<file path="src/rtl/tempo_tick_gen_if.sv">
// ---------------------------------------------------------------------------
// tempo_tick_gen_if -- control/status bundle for the tempo tick generator.
//
// Signals (directions seen from the generator, i.e. the slave modport):
//   start      in   pulse: begin or restart tick generation
//   stop       in   pulse: halt generation, return to idle
//   pause      in   level: freeze timing while high
//   period     in   W    : requested tick period in clk cycles (0 acts as 1)
//   period_wr  in   pulse: capture period into the shadow register
//   swing      in   W    : swing amount (only with TEMPO_TICK_GEN_SWING_EN)
//   tick       out  one-cycle pulse per period
//   restart    out  one-cycle pulse following every accepted start
//   running    out  high while generating (RUN or HOLD)
//
// The master modport is for whoever drives the controls (sequencer, bench).
// Optional feature macro: TEMPO_TICK_GEN_SWING_EN
// ---------------------------------------------------------------------------
interface tempo_tick_gen_if #(
    parameter int W = 16
);
    logic         start;
    logic         stop;
    logic         pause;
    logic [W-1:0] period;
    logic         period_wr;
`ifdef TEMPO_TICK_GEN_SWING_EN
    logic [W-1:0] swing;
`endif
    logic         tick;
    logic         restart;
    logic         running;

`ifdef TEMPO_TICK_GEN_SWING_EN
    modport master (
        output start, stop, pause, period, period_wr, swing,
        input  tick, restart, running
    );
    modport slave (
        input  start, stop, pause, period, period_wr, swing,
        output tick, restart, running
    );
`else
    modport master (
        output start, stop, pause, period, period_wr,
        input  tick, restart, running
    );
    modport slave (
        input  start, stop, pause, period, period_wr,
        output tick, restart, running
    );
`endif
endinterface

</file>
<file path="src/rtl/tempo_tick_gen.sv">
// ---------------------------------------------------------------------------
// tempo_tick_gen -- programmable tempo tick generator.
//
// Produces a one-cycle tick every len clk cycles while running, plus a
// one-cycle restart pulse after every start, intended to drive the ce and
// load of a downstream step counter.  A shadow period register can be written
// at any time; the active period follows it continuously while idle and
// otherwise only at a tick boundary, so a gap in progress is never stretched
// or cut short.
//
// Ports:
//   clk   in   system clock, rising edge
//   rst   in   asynchronous, active-high reset
//   bus   tempo_tick_gen_if.slave (start/stop/pause/period/period_wr[/swing]
//         in, tick/restart/running out)
//
// Optional feature macro: TEMPO_TICK_GEN_SWING_EN
//   Adds a swing input.  Alternate gaps become per_act+swing and
//   per_act-swing (swing clamped to per_act-1), so each pair still spans
//   2*per_act cycles.  Without the macro every gap is per_act.
// ---------------------------------------------------------------------------
module tempo_tick_gen #(
    parameter int W = 16
) (
    input  logic            clk,
    input  logic            rst,
    tempo_tick_gen_if.slave bus
);
    typedef enum logic [1:0] {
        IDLE = 2'd0,
        RUN  = 2'd1,
        HOLD = 2'd2
    } state_t;

    localparam logic [W-1:0] ONE    = {{(W-1){1'b0}}, 1'b1};
    localparam logic [W:0]   ONE_W1 = {{W{1'b0}}, 1'b1};

    state_t       state_q, state_d;
    logic [W-1:0] cnt_q, cnt_d;
    logic [W-1:0] shadow_q, shadow_d;
    logic [W-1:0] per_act_q, per_act_d;
    logic         parity_q, parity_d;
    logic         tick_q, tick_d;
    logic         restart_q, restart_d;
    logic         running_q, running_d;

    logic [W:0]   len;
    logic [W:0]   len_m1;
    logic [W-1:0] cnt_last;
    logic         counting;
    logic         at_end;
    logic         load_act;

    // A period of 0 behaves as 1 (tick every cycle).
    function automatic logic [W-1:0] norm_period(input logic [W-1:0] p);
        return (p == '0) ? ONE : p;
    endfunction

`ifdef TEMPO_TICK_GEN_SWING_EN
    logic [W-1:0] swing_act_q, swing_act_d;

    // Swing may never reach per_act, otherwise the short gap would be <= 0.
    function automatic logic [W-1:0] clamp_swing(input logic [W-1:0] s,
                                                 input logic [W-1:0] p);
        return (s > p - ONE) ? (p - ONE) : s;
    endfunction

    assign len = parity_q ? ({1'b0, per_act_q} - {1'b0, swing_act_q})
                          : ({1'b0, per_act_q} + {1'b0, swing_act_q});
`else
    assign len = {1'b0, per_act_q};
`endif

    // len can exceed the counter range with a large swing; saturate the
    // terminal count so cnt never has to leave W bits.
    assign len_m1   = len - ONE_W1;
    assign cnt_last = len_m1[W] ? {W{1'b1}} : len_m1[W-1:0];
    assign counting = (state_q != IDLE) && !bus.pause;
    assign at_end   = counting && (cnt_q == cnt_last);

    always_comb begin
        state_d   = state_q;
        cnt_d     = cnt_q;
        parity_d  = parity_q;
        tick_d    = 1'b0;
        restart_d = 1'b0;
        per_act_d = per_act_q;
        shadow_d  = bus.period_wr ? norm_period(bus.period) : shadow_q;

        if (bus.stop) begin
            // stop wins over start and swallows a tick due on this edge
            state_d  = IDLE;
            cnt_d    = '0;
            parity_d = 1'b0;
        end else if (bus.start) begin
            // start wins over pause; HOLD follows next edge if pause stays high
            state_d   = RUN;
            cnt_d     = '0;
            parity_d  = 1'b0;
            restart_d = 1'b1;
        end else if (state_q != IDLE) begin
            if (bus.pause) begin
                state_d = HOLD;
            end else begin
                // the HOLD->RUN edge counts, so a pause of N cycles adds N
                state_d = RUN;
                if (at_end) begin
                    cnt_d    = '0;
                    parity_d = ~parity_q;
                    tick_d   = 1'b1;
                end else begin
                    cnt_d = cnt_q + ONE;
                end
            end
        end

        // shadow_d (not shadow_q) so a write on a boundary edge takes effect
        load_act = (state_q == IDLE) || tick_d;
        if (load_act) begin
            per_act_d = shadow_d;
        end
        running_d = (state_d != IDLE);
    end

`ifdef TEMPO_TICK_GEN_SWING_EN
    assign swing_act_d = load_act ? clamp_swing(bus.swing, shadow_d) : swing_act_q;
`endif

    always_ff @(posedge clk or posedge rst) begin
        if (rst) begin
            state_q     <= IDLE;
            cnt_q       <= '0;
            parity_q    <= 1'b0;
            shadow_q    <= ONE;
            per_act_q   <= ONE;
            tick_q      <= 1'b0;
            restart_q   <= 1'b0;
            running_q   <= 1'b0;
`ifdef TEMPO_TICK_GEN_SWING_EN
            swing_act_q <= '0;
`endif
        end else begin
            state_q     <= state_d;
            cnt_q       <= cnt_d;
            parity_q    <= parity_d;
            shadow_q    <= shadow_d;
            per_act_q   <= per_act_d;
            tick_q      <= tick_d;
            restart_q   <= restart_d;
            running_q   <= running_d;
`ifdef TEMPO_TICK_GEN_SWING_EN
            swing_act_q <= swing_act_d;
`endif
        end
    end

    assign bus.tick    = tick_q;
    assign bus.restart = restart_q;
    assign bus.running = running_q;
endmodule

</file>
<file path="src/flat_wrapper.sv">
// flat-port wrapper written by rule: the top's interface ports become plain ports
module tempo_tick_gen_flat 
#(
    parameter int W = 16
)
  (clk, rst, bus_start, bus_stop, bus_pause, bus_period, bus_period_wr, bus_tick, bus_restart, bus_running);
  tempo_tick_gen_if #(.W(W)) bus_i ();
  input  logic clk;
  input  logic rst;
  input wire logic [$bits(bus_i.start)-1:0] bus_start;
  input wire logic [$bits(bus_i.stop)-1:0] bus_stop;
  input wire logic [$bits(bus_i.pause)-1:0] bus_pause;
  input wire logic [$bits(bus_i.period)-1:0] bus_period;
  input wire logic [$bits(bus_i.period_wr)-1:0] bus_period_wr;
  output wire logic [$bits(bus_i.tick)-1:0] bus_tick;
  output wire logic [$bits(bus_i.restart)-1:0] bus_restart;
  output wire logic [$bits(bus_i.running)-1:0] bus_running;
  assign bus_i.start = bus_start;
  assign bus_i.stop = bus_stop;
  assign bus_i.pause = bus_pause;
  assign bus_i.period = bus_period;
  assign bus_i.period_wr = bus_period_wr;
  assign bus_tick = bus_i.tick;
  assign bus_restart = bus_i.restart;
  assign bus_running = bus_i.running;
  tempo_tick_gen #(.W(W)) u_core (.clk(clk), .rst(rst), .bus(bus_i));
endmodule
</file>
<file path="config.mk">
export PLATFORM = sky130hd
export DESIGN_NAME = tempo_tick_gen_flat
export DESIGN_NICKNAME = d
export VERILOG_FILES = /design/src/rtl/tempo_tick_gen_if.sv /design/src/rtl/tempo_tick_gen.sv /design/src/flat_wrapper.sv
export SDC_FILE = /design/constraint.sdc
export NUM_CORES = 1
export LEC_CHECK = 0
export CAP_MARGIN = 20
export CORE_ASPECT_RATIO = 1.5
export CORE_MARGIN = 5
export CORE_UTILIZATION = 60
export CTS_BUF_LIST = sky130_fd_sc_hd__clkbuf_8 sky130_fd_sc_hd__clkbuf_16
export CTS_CLUSTER_DIAMETER = 40
export DETAILED_ROUTE_END_ITERATION = 12
export PLACE_DENSITY = 0.84
export SKIP_LAST_GASP = 1
export SYNTH_ARGS = -nofsm -noshare
export SYNTH_HDL_FRONTEND = slang
export SYNTH_SLANG_ARGS = --single-unit
</file>
<file path="constraint.sdc">
create_clock -name clk -period 5.3 [get_ports clk]
set_input_delay 1.59 -clock clk [delete_from_list [all_inputs] [get_ports clk]]
set_output_delay 1.59 -clock clk [all_outputs]
set_load 0.03 [all_outputs]
</file>
Word-level counts from Yosys, hierarchy flattened
Cells that the tools add are included.
- bits in registers: 53
- input port bits: 22
- output and inout bits: 3
- add/subtract/negate cells: 2
- equal/unequal tests: 2
- muxes and demuxes: 19
- reductions and logical operators: 10
- operator list (operator ; number):
    two-way mux 16 bit ; 8
    subtractor 16 x 1 -> 17 bit (second input constant) ; 1
    adder 16 x 1 -> 16 bit (second input constant) ; 1
    == test 16 bit ; 1
    logical NOT 16 bit ; 1
    two-way mux 2 bit ; 4
    two-way mux 1 bit ; 7
    nonzero test 2 bit ; 2
    inequality test 3 bit (second input constant) ; 1
    nonzero test 3 bit ; 1
    logical AND 1 bit ; 2
    logical NOT 2 bit ; 1
    AND reduction 2 bit ; 1
    logical NOT 1 bit ; 1
    logical OR 1 bit ; 1

Logic depth before layout (Yosys ltp)
- word-level depth: 10
- gate-level depth with buffers: 11
- gate-level depth less buffers: 10

Worst setup path before layout
Ideal clock, no wire load.
- kind: input port to flip-flop
- from: input bus_pause
- to: register u_core.per_act_q[10]
- arrival: 3.012 ns
- required time: 5.175 ns
- setup slack: 2.163 ns
- cell stages on the path: 8
- buffers on the path: 1
- path through: nor2_1 nand2_1 nor3_1 nand4_1 nor4_4 a21oi_4 buf_6 mux2_4
- longest elaborated chain between the ends: 9
- ends and longest elaborated chain (item ; line ; source):
    start, declared ; flat_wrapper.sv:12 ; input wire logic [$bits(bus_i.pause)-1:0] bus_pause;
    logical NOT 1 bit ; tempo_tick_gen.sv:78 ; assign counting = (state_q != IDLE) && !bus.pause;
    logical AND 1 bit ; tempo_tick_gen.sv:78 ;
    logical AND 1 bit ; tempo_tick_gen.sv:79 ; assign at_end = counting && (cnt_q == cnt_last);
    two-way mux 1 bit ; tempo_tick_gen.sv:107 ; if (at_end) begin
    two-way mux 1 bit * ; tempo_tick_gen.sv:102 ; if (bus.pause) begin
    two-way mux 1 bit * ; tempo_tick_gen.sv:101 ; end else if (state_q != IDLE) begin
    two-way mux 1 bit * ; tempo_tick_gen.sv:95 ; end else if (bus.start) begin
    two-way mux 1 bit * ; tempo_tick_gen.sv:90 ; if (bus.stop) begin
    logical OR 1 bit * ; tempo_tick_gen.sv:118 ; load_act = (state_q == IDLE) || tick_d;
    end signal, assigned ; tempo_tick_gen.sv:147 ; per_act_q <= per_act_d;
    end, declared ; tempo_tick_gen.sv:41 ; logic [W-1:0] per_act_q, per_act_d;
Mark *: on every way between the ends. The rest lies on a longest branch, timed or not.
A chain may end at the register's enable or synchronous reset.

Final worst setup path
- from: input bus_pause
- to: register u_core.cnt_q[14]
- longest elaborated chain between the ends: 8
- elaborated cells on any way between the ends: 10
- classes of those cells: 1 x eq/ne; 5 x mux; 4 x reduce/logical
- ends and longest elaborated chain (item ; line ; source):
    logical NOT 1 bit ; tempo_tick_gen.sv:78 ;
    logical AND 1 bit ; tempo_tick_gen.sv:78 ;
    logical AND 1 bit ; tempo_tick_gen.sv:79 ;
    two-way mux 16 bit ; tempo_tick_gen.sv:107 ;
    two-way mux 16 bit ; tempo_tick_gen.sv:102 ;
    two-way mux 16 bit ; tempo_tick_gen.sv:101 ;
    two-way mux 16 bit ; tempo_tick_gen.sv:95 ;
    two-way mux 16 bit ; tempo_tick_gen.sv:90 ;
    end signal, assigned ; tempo_tick_gen.sv:144 ; cnt_q <= cnt_d;
    end, declared ; tempo_tick_gen.sv:39 ; logic [W-1:0] cnt_q, cnt_d;
Several ways; a longest one is shown, not always the timed one. The select of a mux whose other input is x is not followed.

==> run_results.csv <==
group,metric,value,unit
die,die_y,99.21,microns
clocking,cts_setup_buffers,0,
die,rows,32,
drt,vias,2423,
critical_path,crit_start,"bus_pause",
pwr,pwr_density_cell,259.2,nW/um^2
critical_path,cp.arrival,3.89,ns
placement,io_buffers,24,
status,run_status,"complete, no violations",
critical_path,cp_slowest_cell,"clkdlybuf4s50_1",
clocking,cts_buffer_depth,2,
sta,finalCritPeriodShare,0.6969,
grt,overflow,0,
die,start_util,0.6163,
layout,final_cell_mix,"51 x dfrtp_1, 25 x nor2_1, 24 x clkdlybuf4s50_1, 22 x mux2_2, 13 x nand3_1",
grt,antenna_found_initial,0,
clocking,postCtsHoldBufs,0,
critical_path,critPathTopFamily,"simple AND/OR/NAND/NOR gates",
clocking,clk_latency,0.32,ns
pwr,leakagePower,1.470,nW
job,maxCapViolations,0,
drt,drtIter0Drc,190,
layout,final_util,0.6863,
synthesis,synth_fa_ha_area_frac,0.007862,
drt,ant_nets,0,
drt,firstDrtPassIters,4,
drt,routed_wl,6625,microns
grt,grt_usage,0.2018,
clocking,cts_inserted_buffers,5,
grt,grt_pass1_wl,11160,microns
critical_path,critPathBufInv,2,
synthesis,synthMuxAreaShare,0.1285,
die,dieArea,6892,sq um
synthesis,seq_area_frac_synth,0.4175,
sta,setup_viol,0,
layout,final_common_cell,"dfrtp_1",
synthesis,synth_top_family_by_area,"simple AND/OR/NAND/NOR gates",
critical_path,path_depth,9,
critical_path,path_class,"primary input to flip-flop",
clocking,cts_tree,"yes",
placement,hpwl,5007,microns
sta,rsz0062_at_grt,"no",
die,dieWidth,69.47,microns
sta,period_needed,3.693,ns
clocking,cts.repair.resized,0,
critical_path,crit_path_end_kind,"flip-flop",
grt,grt_start_max_net_pins,54,
synthesis,synth_cells,299,
synthesis,ys_ff_latch,53,
critical_path,r2r-start,"u_core.per_act_q[4]",
synthesis,synth_compound_area_frac,0.1352,
critical_path,path_max_fanout,13,
clocking,cts-root-buf,"clkbuf_8",
layout,antenna_cells,0,
critical_path,r2r_end,"u_core.per_act_q[3]",
synthesis,yosys_most_used_dff,"dfrtp_1",
hold_path,hold_path_class,"flip-flop to flip-flop",
layout,layout-drive-gt1-share,0.1918,
synthesis,synthXorXnorAreaFrac,0.05267,
synthesis,avgSynthCellArea,10.65,sq um
clocking,clock-sinks,53,
layout,regArea,1329,sq um
synthesis,ys_warn_count,0,
critical_path,cpPeakStageDelay,0.46,ns
synthesis,synthesis.area,3183,sq um
sta,timing.fmax,270.8,MHz
sta,fin_skew,0.009978,ns
clocking,htree_levels,2,
layout,syn_to_final_growth,11.36,%
layout,fill_cells,381,
placement,globalplace.congestion,0.8666,
critical_path,start_kind,"primary input",
drt,wl_per_cell,17.16,microns
sta,worstMarginPinSlew,0.9464,ns
sta,final-max-slew-violation-count,0,
critical_path,worstSetupEndpoint,"u_core.cnt_q[14]",
critical_path,crit_chain,"clkdlybuf4s50_1 -> nor2_1 -> nand2_1 -> nor3_1 -> nand4_1 -> nor4_4 -> buf_4 -> nor2_2 -> a221o_1",
layout,nNetsFinal,341,
pwr,peakVddDrop,166.1,uV
clocking,path_clk_slew,0.10,ns
die,core,5165,sq um
synthesis,ys_types,62,
sta,max_slew_margin,0.3633,
critical_path,r2r.worst_path.cells,8,
sta,finalSetupTns,0,ns
synthesis,synth_nets,323,
die,io_pins,25,
sta,hold_viol_final,0,
synthesis,synth_edf_count,0,
critical_path,reg2reg_slack,1.61,ns
synthesis,async_flop_share,1.000,
grt,grt_pass1_vias,2415,
drt,vias_per_cell,6.277,
synthesis,synthSimpleGateAreaFrac,0.2221,
drt,drc_errors,0,
critical_path,crit_required,5.50,ns
layout,multi_input_area,1739,sq um
==> cells by family (layout without fill, tap and decap cells) <==
| kind of cell | Yosys count | in the layout |
|---|---|---|
| AOI/OAI and AO/OA | 55 | 55 |
| xor gates and xnor gates | 16 | 16 |
| adders and majority gates | 2 | 2 |
| buffers and inverters | 21 | 40 |
| DFF | 53 | 53 |
| muxes | 33 | 33 |
| and+or+nand+nor | 119 | 119 |
==> metal layers <==
metal  global-route usage  wire length, microns  up-vias
met4              0.09624                   204        0
met5                    0                     0        -
met2               0.3721                  3560       57
met3              0.02831                   257       16
li1                     -                     -     1162
met1               0.2262                  2602     1188
==> cells in the mapped netlist, types with 3 or more instances <==
master	n	area, sq um
nor4_1	11	68.82
a22o_1	7	61.31
inv_1	5	18.77
or3_1	4	25.02
or4_1	4	30.03
nor2_1	25	93.84
buf_6	4	45.04
mux2_2	22	247.7
dfrtp_1	51	1276
clkbuf_1	7	26.28
mux2_4	10	150.1
nand3_1	13	65.06
nand4_1	8	50.05
o31ai_1	7	52.55
xnor2_1	11	96.34
a221o_1	7	70.07
nor3_1	6	30.03
nor2b_1	4	25.02
nand2_1	12	45.04
and3_1	6	37.54
a21oi_1	8	40.04
xor2_1	3	26.28
o21ai_0	6	30.03
or2_2	5	31.28
==> registers in the layout, indices dropped and copies added (netlist names) <==
name                count
u_core.cnt_q           16
u_core.per_act_q       16
u_core.shadow_q        16
u_core.state_q          2
u_core.bus.restart      1
u_core.bus.running      1
u_core.bus.tick         1
==> through the flow <==
stage | total power (W) | setup WS (ns) | instances | hold WS, ns | cell area [sq um]
after floorplan | 0.0006273 | 2.163 | 299 | 0.4683 | 3183
after global placement | 0.0006668 | 1.443 | 376 | 0.4796 | 3420
after detailed placement | 0.0006768 | 1.281 | 376 | 0.4859 | 3420
after CTS | 0.0009208 | 1.616 | 384 | 0.5067 | 3520
after global routing | 0.0009631 | 1.353 | 386 | 0.5248 | 3545
final | 0.0009188 | 1.607 | 386 | 0.5064 | 3545
==> worst min path at each step <==
stage / from / end / slack [ns] / depth (start not counted)
floorplan: u_core.shadow_q[0] / u_core.shadow_q[0] / 0.47 / 2
detailed placement: u_core.shadow_q[4] / u_core.shadow_q[4] / 0.49 / 1
finish: u_core.shadow_q[5] / u_core.shadow_q[5] / 0.51 / 1
global route: u_core.shadow_q[4] / u_core.shadow_q[4] / 0.52 / 1
CTS: u_core.shadow_q[0] / u_core.shadow_q[0] / 0.51 / 2
global placement: u_core.shadow_q[5] / u_core.shadow_q[5] / 0.48 / 1
==> cell type report <==
cell class	instances	area share
inverter	5	0.005295
sequential	53	0.3749
tap	68	0.02400
multi-input combinational	225	0.4906
clock buffer	6	0.02330
timing repair buffer	27	0.07695
clock inverter	2	0.004942
==> report_power, final <==
part,switching [W],internal (W)
registers,0.0000407,0.000438
logic,0.0000916,0.000102
clock network,0.000137,0.000109
total,0.000270,0.000649
No activity file was read; power rests on OpenSTA's default activity.
